[src/rtl/uart_baud_pkg.sv]
// Shared encodings, widths and helpers for the fractional baud generator.
// Latency: n/a (types, constants and constant functions only).
// Backpressure: n/a.
package uart_baud_pkg;

  localparam int DIV_INT_W_DEF  = 16;
  localparam int DIV_FRAC_W_DEF = 4;
  localparam int OSR_CNT_W      = 4;

  typedef enum logic [1:0] {
    OSR_X16  = 2'd0,
    OSR_X8   = 2'd1,
    OSR_X4   = 2'd2,
    OSR_RSVD = 2'd3
  } osr_e;

  // Oversample ratio as a count; the reserved encoding falls back to x16.
  function automatic logic [OSR_CNT_W:0] osr_decode(input osr_e osr);
    case (osr)
      OSR_X8:  return (OSR_CNT_W+1)'(8);
      OSR_X4:  return (OSR_CNT_W+1)'(4);
      default: return (OSR_CNT_W+1)'(16);
    endcase
  endfunction

  // Reset divisor in fixed point (integer part above frac_w fraction bits),
  // rounded to nearest: clk_hz / (baud * 16).
  function automatic int unsigned reset_div(input int unsigned clk_hz,
                                            input int unsigned baud,
                                            input int unsigned frac_w);
    logic [63:0] num;
    logic [63:0] den;
    num = 64'(clk_hz) << frac_w;
    den = 64'(baud) * 64'd16;
    return 32'((num + (den >> 1)) / den);
  endfunction

endpackage

[src/rtl/uart_frac_divider.sv]
// Clock counter plus fractional accumulator producing the oversample tick.
// Latency: tick_os registered; tick_due is the same-cycle "tick next edge" flag.
// Backpressure: none; en=0 or clear holds counter and accumulator at zero.
module uart_frac_divider #(
  parameter int DIV_INT_W  = 16,
  parameter int DIV_FRAC_W = 4
) (
  input  logic                  clk,
  input  logic                  rst_n,
  input  logic                  en,
  input  logic                  clear,
  input  logic [DIV_INT_W-1:0]  div_int,
  input  logic [DIV_FRAC_W-1:0] div_frac,
  output logic                  tick_due,
  output logic                  tick_os
);

  logic [DIV_INT_W-1:0]  cnt_q, cnt_d;
  logic [DIV_FRAC_W-1:0] acc_q, acc_d;
  logic                  tick_q;
  logic [DIV_FRAC_W:0]   acc_sum;
  logic [DIV_INT_W-1:0]  int_eff;
  logic [DIV_INT_W-1:0]  cnt_last;

  // The carry of this period's accumulator add stretches the period by one clock.
  assign acc_sum  = {1'b0, acc_q} + {1'b0, div_frac};
  assign int_eff  = (div_int < DIV_INT_W'(2)) ? DIV_INT_W'(2) : div_int;
  assign cnt_last = int_eff - DIV_INT_W'(1) + DIV_INT_W'(acc_sum[DIV_FRAC_W]);
  assign tick_due = en && !clear && (cnt_q == cnt_last);
  assign tick_os  = tick_q;

  // Next state: count up, wrap and commit the accumulator at end of period.
  always_comb begin
    cnt_d = cnt_q + DIV_INT_W'(1);
    acc_d = acc_q;
    if (!en || clear) begin
      cnt_d = '0;
      acc_d = '0;
    end else if (tick_due) begin
      cnt_d = '0;
      acc_d = acc_sum[DIV_FRAC_W-1:0];
    end
  end

  // Counter, accumulator and tick registers.
  always_ff @(posedge clk or negedge rst_n) begin
    if (!rst_n) begin
      cnt_q  <= '0;
      acc_q  <= '0;
      tick_q <= 1'b0;
    end else begin
      cnt_q  <= cnt_d;
      acc_q  <= acc_d;
      tick_q <= tick_due;
    end
  end

endmodule

[src/rtl/uart_frac_baud_gen.sv]
// Fractional baud generator: oversample, mid-bit and bit ticks from a shadowed config.
// Latency: all ticks registered; first tick_os P clocks after en is raised.
// Backpressure: none; new config waits in a shadow until the next bit boundary.
module uart_frac_baud_gen
  import uart_baud_pkg::*;
#(
  parameter int unsigned CLOCK_FREQ = 1600000,
  parameter int unsigned BAUD_RATE  = 10000,
  parameter int          DIV_INT_W  = DIV_INT_W_DEF,
  parameter int          DIV_FRAC_W = DIV_FRAC_W_DEF
) (
  input  logic                  clk,
  input  logic                  rst_n,
  input  logic                  en,
  input  logic                  resync,
  input  logic                  cfg_wr,
  input  logic [DIV_INT_W-1:0]  cfg_div_int,
  input  logic [DIV_FRAC_W-1:0] cfg_div_frac,
  input  logic [1:0]            cfg_osr,
  output logic                  cfg_pending,
  output logic                  tick_os,
  output logic                  tick_mid,
  output logic                  tick_bit
);

  localparam int unsigned RST_FIX = reset_div(CLOCK_FREQ, BAUD_RATE, DIV_FRAC_W);
  localparam logic [DIV_INT_W-1:0]  RST_INT  = DIV_INT_W'(RST_FIX >> DIV_FRAC_W);
  localparam logic [DIV_FRAC_W-1:0] RST_FRAC = DIV_FRAC_W'(RST_FIX);

  logic [DIV_INT_W-1:0]  act_int_q, sh_int_q;
  logic [DIV_FRAC_W-1:0] act_frac_q, sh_frac_q;
  osr_e                  act_osr_q, sh_osr_q;
  logic                  pending_q, pending_d;
  logic [OSR_CNT_W-1:0]  osr_cnt_q, osr_cnt_d;
  logic                  tick_mid_q, tick_mid_d;
  logic                  tick_bit_q, tick_bit_d;
  logic                  tick_due;
  logic                  apply;
  logic [OSR_CNT_W:0]    osr_n;
  logic [OSR_CNT_W-1:0]  osr_last;
  logic [OSR_CNT_W-1:0]  osr_mid;

  uart_frac_divider #(
    .DIV_INT_W  (DIV_INT_W),
    .DIV_FRAC_W (DIV_FRAC_W)
  ) u_div (
    .clk      (clk),
    .rst_n    (rst_n),
    .en       (en),
    .clear    (resync),
    .div_int  (act_int_q),
    .div_frac (act_frac_q),
    .tick_due (tick_due),
    .tick_os  (tick_os)
  );

  assign osr_n    = osr_decode(act_osr_q);
  assign osr_last = OSR_CNT_W'(osr_n - (OSR_CNT_W+1)'(1));
  assign osr_mid  = OSR_CNT_W'((osr_n >> 1) - (OSR_CNT_W+1)'(1));

  // Shadow is safe to apply while idle, at a bit boundary, or on a phase restart.
  assign apply     = pending_q && (resync || !en || tick_bit_q);
  assign pending_d = cfg_wr || (pending_q && !apply);

  assign cfg_pending = pending_q;
  assign tick_mid    = tick_mid_q;
  assign tick_bit    = tick_bit_q;

  // Oversample counter next state; mid/bit ticks line up with the tick_os that causes them.
  always_comb begin
    osr_cnt_d  = osr_cnt_q;
    tick_mid_d = 1'b0;
    tick_bit_d = 1'b0;
    if (!en || resync) begin
      osr_cnt_d = '0;
    end else if (tick_due) begin
      tick_mid_d = (osr_cnt_q == osr_mid);
      tick_bit_d = (osr_cnt_q == osr_last);
      osr_cnt_d  = tick_bit_d ? '0 : osr_cnt_q + OSR_CNT_W'(1);
    end
  end

  // Oversample counter and registered mid/bit ticks.
  always_ff @(posedge clk or negedge rst_n) begin
    if (!rst_n) begin
      osr_cnt_q  <= '0;
      tick_mid_q <= 1'b0;
      tick_bit_q <= 1'b0;
    end else begin
      osr_cnt_q  <= osr_cnt_d;
      tick_mid_q <= tick_mid_d;
      tick_bit_q <= tick_bit_d;
    end
  end

  // Shadow capture and apply; a write on an apply cycle lands in the shadow after the old one moves.
  always_ff @(posedge clk or negedge rst_n) begin
    if (!rst_n) begin
      act_int_q  <= RST_INT;
      act_frac_q <= RST_FRAC;
      act_osr_q  <= OSR_X16;
      sh_int_q   <= RST_INT;
      sh_frac_q  <= RST_FRAC;
      sh_osr_q   <= OSR_X16;
      pending_q  <= 1'b0;
    end else begin
      if (cfg_wr) begin
        sh_int_q  <= cfg_div_int;
        sh_frac_q <= cfg_div_frac;
        sh_osr_q  <= osr_e'(cfg_osr);
      end
      if (apply) begin
        act_int_q  <= sh_int_q;
        act_frac_q <= sh_frac_q;
        act_osr_q  <= sh_osr_q;
      end
      pending_q <= pending_d;
    end
  end

endmodule

[config.mk]
export PLATFORM = sky130hd
export DESIGN_NAME = uart_frac_baud_gen
export DESIGN_NICKNAME = d
export VERILOG_FILES = /design/src/rtl/uart_baud_pkg.sv /design/src/rtl/uart_frac_divider.sv /design/src/rtl/uart_frac_baud_gen.sv
export SDC_FILE = /design/constraint.sdc
export NUM_CORES = 1
export LEC_CHECK = 0
export ABC_AREA = 1
export BUFFER_PORTS_ARGS = -buffer_cell sky130_fd_sc_hd__buf_4
export CORE_ASPECT_RATIO = 1.5
export CORE_UTILIZATION = 24
export DETAILED_ROUTE_END_ITERATION = 8
export MAX_ROUTING_LAYER = met4
export PLACE_DENSITY_LB_ADDON = 0.1
export RECOVER_POWER = 50
export SLEW_MARGIN = 20
export SYNTH_ARGS = -nofsm -noshare
export SYNTH_HDL_FRONTEND = slang
export SYNTH_SLANG_ARGS = --single-unit
export TNS_END_PERCENT = 5
[constraint.sdc]
create_clock -name clk -period 3.7 [get_ports clk]
set_input_delay 0.185 -clock clk [delete_from_list [all_inputs] [get_ports clk]]
set_output_delay 0.185 -clock clk [all_outputs]
set_load 0.05 [all_outputs]
-- After elaboration in Yosys (flattened, before gate mapping)
Index checks and enable logic that the tools add are counted.
- add/subtract/negate cells: 7
- multiply operators: 0
- divide/modulo/power cells: 0
- order comparisons: 1
- eq/ne operators: 5
- shift operators: 0
- mux-type cells: 13
- bitwise operators: 0
- reductions and logical operators: 11
- operators by type and width (operator ; number):
    16-bit two-way mux ; 3
    4-bit two-way mux ; 5
    16-bit by 1-bit adder with 16-bit output ; 1
    16-bit by 1-bit adder with 16-bit output (second input constant) ; 1
    16-bit equality test ; 1
    16-bit by 2-bit < comparator with 1-bit output (second input constant) ; 1
    16-bit by 1-bit subtractor with 16-bit output (second input constant) ; 1
    5-bit one-hot mux with 2 select lines ; 1
    4-bit equality test ; 2
    4-bit by 1-bit subtractor with 4-bit output (second input constant) ; 2
    4-bit by 4-bit adder with 5-bit output ; 1
    4-bit by 1-bit adder with 4-bit output (second input constant) ; 1
    1-bit logical AND ; 4
    1-bit two-way mux ; 4
    1-bit zero test ; 3
    1-bit logical OR ; 3
    2-bit by 1-bit equality test with 1-bit output (second input constant) ; 1
    2-bit equality test (second input constant) ; 1
    2-bit nonzero test ; 1
- register bits after elaboration: 72
- latch bits: 0
- bits in writable memories: 0
- memory bits (read-only): 0
- input bits: 27
- output and inout port bits: 4
- word-level logic and storage cells: 50
- memories kept: 0

-- Depth between registers and ports, before layout
- word-level depth: 8
- mapped depth: 20
- gate-level depth less buffers: 20

-- Cells and area by module
Synthesis repeated with hierarchy kept, for this count alone.
- cells, all modules: 487
- area, all modules: 4201.5 um2
- modules (own cells, without submodules) (module ; times used ; cells an instance ; area each (um2) ; sequential area each (um2)):
    uart_frac_baud_gen ; 1 ; 221 ; 2174.6 ; 1281.2
    uart_frac_divider ; 1 ; 266 ; 2026.9 ; 525.5

-- Least setup slack after synthesis
OpenSTA, ideal clock, no wires.
- path kind: register -> register
- start: register act_frac_q[0]
- end: register u_div.cnt_q[12]
- setup time: 0.121 ns
- arrival: 2.764 ns
- data required time: 3.579 ns
- setup slack: 0.815 ns
- cell stages (with the launch flop): 18
- buffers on the path: 1
- period minus slack after synthesis: 2.885 ns
- path through: dfrtp_1 ha_1 fa_1 nand2_1 nand2_1 a21oi_1 ha_1 ha_1 nand3_1 xor2_1 and2_1 nor2_1 nand3_1 nor3_2 nand2_4 nand2_4 buf_12 nor2_2
- longest elaborated chain between the ends: 6
- RTL lines (what ; line ; source):
    start: declaration ; uart_frac_baud_gen.sv:31 ; logic [DIV_FRAC_W-1:0] act_frac_q, sh_frac_q;
    start signal: assignment ; uart_frac_baud_gen.sv:114 ; act_frac_q <= sh_frac_q;
    4-bit by 4-bit adder with 5-bit output ; uart_frac_divider.sv:26 ; assign acc_sum = {1'b0, acc_q} + {1'b0, div_frac};
    16-bit by 1-bit adder with 16-bit output ; uart_frac_divider.sv:28 ; assign cnt_last = int_eff - DIV_INT_W'(1) + DIV_INT_W'(acc_sum[DIV_FRAC_W]);
    16-bit equality test ; uart_frac_divider.sv:29 ; assign tick_due = en && !clear && (cnt_q == cnt_last);
    1-bit logical AND ; uart_frac_divider.sv:29 ;
    16-bit two-way mux ; uart_frac_divider.sv:39 ; end else if (tick_due) begin
    16-bit two-way mux ; uart_frac_divider.sv:36 ; if (!en || clear) begin
    named net u_div.cnt_d[12] ; uart_frac_divider.sv:18 ; logic [DIV_INT_W-1:0] cnt_q, cnt_d;
    end signal: assignment ; uart_frac_divider.sv:52 ; cnt_q <= cnt_d;
    end: declaration ; uart_frac_divider.sv:18 ;
The timed path passes the listed nets, and every way through them passes these cells.
A chain may end at the register's enable or synchronous reset.

-- Worst setup path in the final report
- start: register act_frac_q[0]
- end: register u_div.cnt_q[4]
Same word-level chain as after synthesis.

==> impl_metrics.csv <==
group,metric,value,unit
placed_design,dpl.hpwl,6449,µm
sta,fmax,307.8,MHz
clock_network,clk_pin_slew,60,ps
yosys,syn_inst,497,
placed_design,gp_congestion,0.7788,
yosys,ys_ff_latch,72,
finish,layout.nets,564,
floorplanning,row_count,57,
worst_setup_path,worstPathRequired,3900,ps
yosys,ys_warn_count,0,
worst_setup_path,path_class,"reg -> reg",
worst_setup_path,cp.arrival,3450,ps
yosys,post_synth.cell_area_avg,8.051,µm²
sta,layout_min_cycle_time,3249,ps
finish,fin_area,0.004717,mm²
placed_design,portBuffers,30,
sta,post-route-period-util,0.8781,
worst_setup_path,cp-end-kind,"register",
sta,setup_viol,0,
floorplanning,initial_core_util,0.2461,
worst_setup_path,startpoint_type,"register",
finish,num_antenna_cells,0,
grt,grt_start_max_net_pins,73,
grt,antenna_found_initial,0,
yosys,yosysSeqAreaShare,0.4515,
placed_design,dpl.cell_count,722,
sta,setup_tns,0,ps
clock_network,cts.repair.resized,0,
outcome,status,"finished with violations",
grt,grt_use_total,0.1185,
hold_path,whs_path_depth,3,
sta,clock_skew,11.75,ps
pwr,power_density,449.2,mW/mm²
detailed_routing,drt-pass1-iter-count,4,
pwr,p_leak,2.238,nW
clock_network,insertion_delay,330,ps
floorplanning,core,0.01626,mm²
clock_network,cts_htree_levels,3,
grt,grt_pass1_wl,15480,µm
yosys,synthFlopType,"dfrtp_1",
finish,drive_above_1_share,0.1676,
pwr,power.total,2.119,mW
clock_network,numCtsBuffers,9,
sta,worstMarginPinSlew,1876,ps
detailed_routing,drt-initial-drc-count,133,
sta,slew_headroom,-0.2506,
yosys,syn_area,0.004001,mm²
sta,holdWs,56.01,ps
finish,mostFrequentLayoutCell,"nand2_1",
sta,hold_viol,0,
placed_design,place_area,0.004433,mm²
clock_network,postCtsHoldBufs,0,
floorplanning,dieHeight,160.1,µm
floorplanning,die_w,107.4,µm
detailed_routing,vias,3111,
floorplanning,die_area,0.01720,mm²
finish,stdcell_count,737,
grt,overflow,0,
sta,rsz0062_at_grt,"no",
outcome,violations,"max-capacitance violations, max-slew violations",
pwr,peakVddDrop,0.1885,mV
clock_network,cts_buffer_depth,2,
clock_network,tritoncts,"done",
hold_path,hold_class,"in -> reg",
sta,maxSlewViolCount,73,
worst_setup_path,cp_max_fo,16,
grt,first_global_vias,3126,
yosys,syn_nets,534,
clock_network,post_cts_buffers,0,
detailed_routing,viasPerCell,4.221,
worst_setup_path,r2r_cells,18,
detailed_routing,drt_wl_total,8792,µm
finish,area_delta_synth_final,17.89,%
detailed_routing,remaining_drc_errors,0,
yosys,yosysUniqueCellTypes,36,
yosys,async_flop_share,1.000,
clock_network,clock_tree.root_cell,"clkbuf_16",
clock_network,clock-sinks,72,
finish,final_cell_mix,"nand2_1 (115), dfrtp_1 (68), inv_1 (63)",
detailed_routing,ant_nets,0,
run,maxCapViolCount,1,
yosys,synth_edf_count,0,
floorplanning,io_pins,31,
detailed_routing,wl_per_cell,11.93,µm
==> Yosys cell counts, drive strengths merged (2+ instances only) <==
cell	number	area, µm²
dfstp	4	105.1
nand3	46	247.7
clkbuf	10	37.54
nand4	6	37.54
nor3	6	46.30
ha	9	112.6
or2	2	12.51
dfrtp	68	1702
xnor2	12	105.1
xor2	19	173.9
a21oi	2	10.01
inv	64	240.2
nand2	123	496.7
nor4	2	12.51
nor2	63	299.0
buf	3	28.77
o21ai	51	255.2
==> cell families (layout without fill, tap and decap cells) <==
| group | count (synthesis) | in the layout | share of synthesized area |
|---|---|---|---|
| buffers and inverters | 77 | 111 | 0.07661 |
| adders and majority gates | 10 | 10 | 0.03315 |
| xor gates and xnor gates | 31 | 31 | 0.06973 |
| and+or+nand+nor | 252 | 252 | 0.2977 |
| DFF | 72 | 72 | 0.4515 |
| AOI/OAI and AO/OA | 55 | 55 | 0.07129 |
==> metrics by stage <==
stage / utilization / setup WS, ps
after detailed placement: 0.2726 / 421.3
final: 0.2901 / 450.9
after global placement: 0.2726 / 471.2
after floorplan: - / 815.0
after CTS: 0.2902 / 390.9
after global routing: 0.2901 / 68.80
==> worst max-delay path, cell delays in order, from the launching register on <==
cell	delay, ps
dfrtp_1	380
ha_1	230
fa_1	400
nand2_1	80
nand2_1	50
a21oi_1	140
ha_1	190
ha_1	210
nand2_1	110
o21ai_0	280
nand2_1	100
nand2_1	110
nand2_1	60
nor2_1	90
nand3_1	80
nor2_2	180
nand2_4	120
nand2_4	230
nor2_1	70
==> final timing paths <==
check / from / end / slack, ps
worst max-delay path: act_frac_q[0]$_DFFE_PN0P_ / u_div.cnt_q[4]$_DFF_PN0_ / 450
worst min-delay path: cfg_div_frac[3] / sh_frac_q[3]$_DFFE_PN0P_ / 60
worst max register to register: act_frac_q[0]$_DFFE_PN0P_ / u_div.cnt_q[4]$_DFF_PN0_ / 450
worst min register to register: sh_int_q[3]$_DFFE_PN1P_ / sh_int_q[3]$_DFFE_PN1P_ / 480
max in group asynchronous: rst_n / act_frac_q[2]$_DFFE_PN0P_ / 2220
min in group asynchronous: rst_n / u_div.cnt_q[13]$_DFF_PN0_ / 380
==> sequential cells by signal (all words and copies together), names as in the netlist, 2 cells and up <==
name / count
act_frac_q: 4
act_int_q: 16
act_osr_q: 2
osr_cnt_q: 4
sh_frac_q: 4
sh_int_q: 16
sh_osr_q: 2
u_div.acc_q: 4
u_div.cnt_q: 16
==> final cells by class <==
type	count	area [µm²]
tap	206	257.7
multi-input combinational	348	1888
clock inverter	6	61.31
clock buffer	9	225.2
timing repair buffer	32	237.7
inverter	64	240.2
sequential	72	1807
fill	1799	11540
==> per-layer routing <==
metal	vias to the layer above	global-route usage	wire length, µm
met2	32	0.1889	4249
met1	1445	0.1474	4240
met5	-	-	0
li1	1625	-	-
met4	0	0.04296	140
met3	9	0.02408	161
==> where the power goes <==
part           switching, mW  internal (mW)
Sequential            0.0521          0.850
Clock                  0.333          0.515
Combinational          0.229          0.139
Total                  0.614           1.51
No activity file was read; power rests on OpenSTA's default activity.
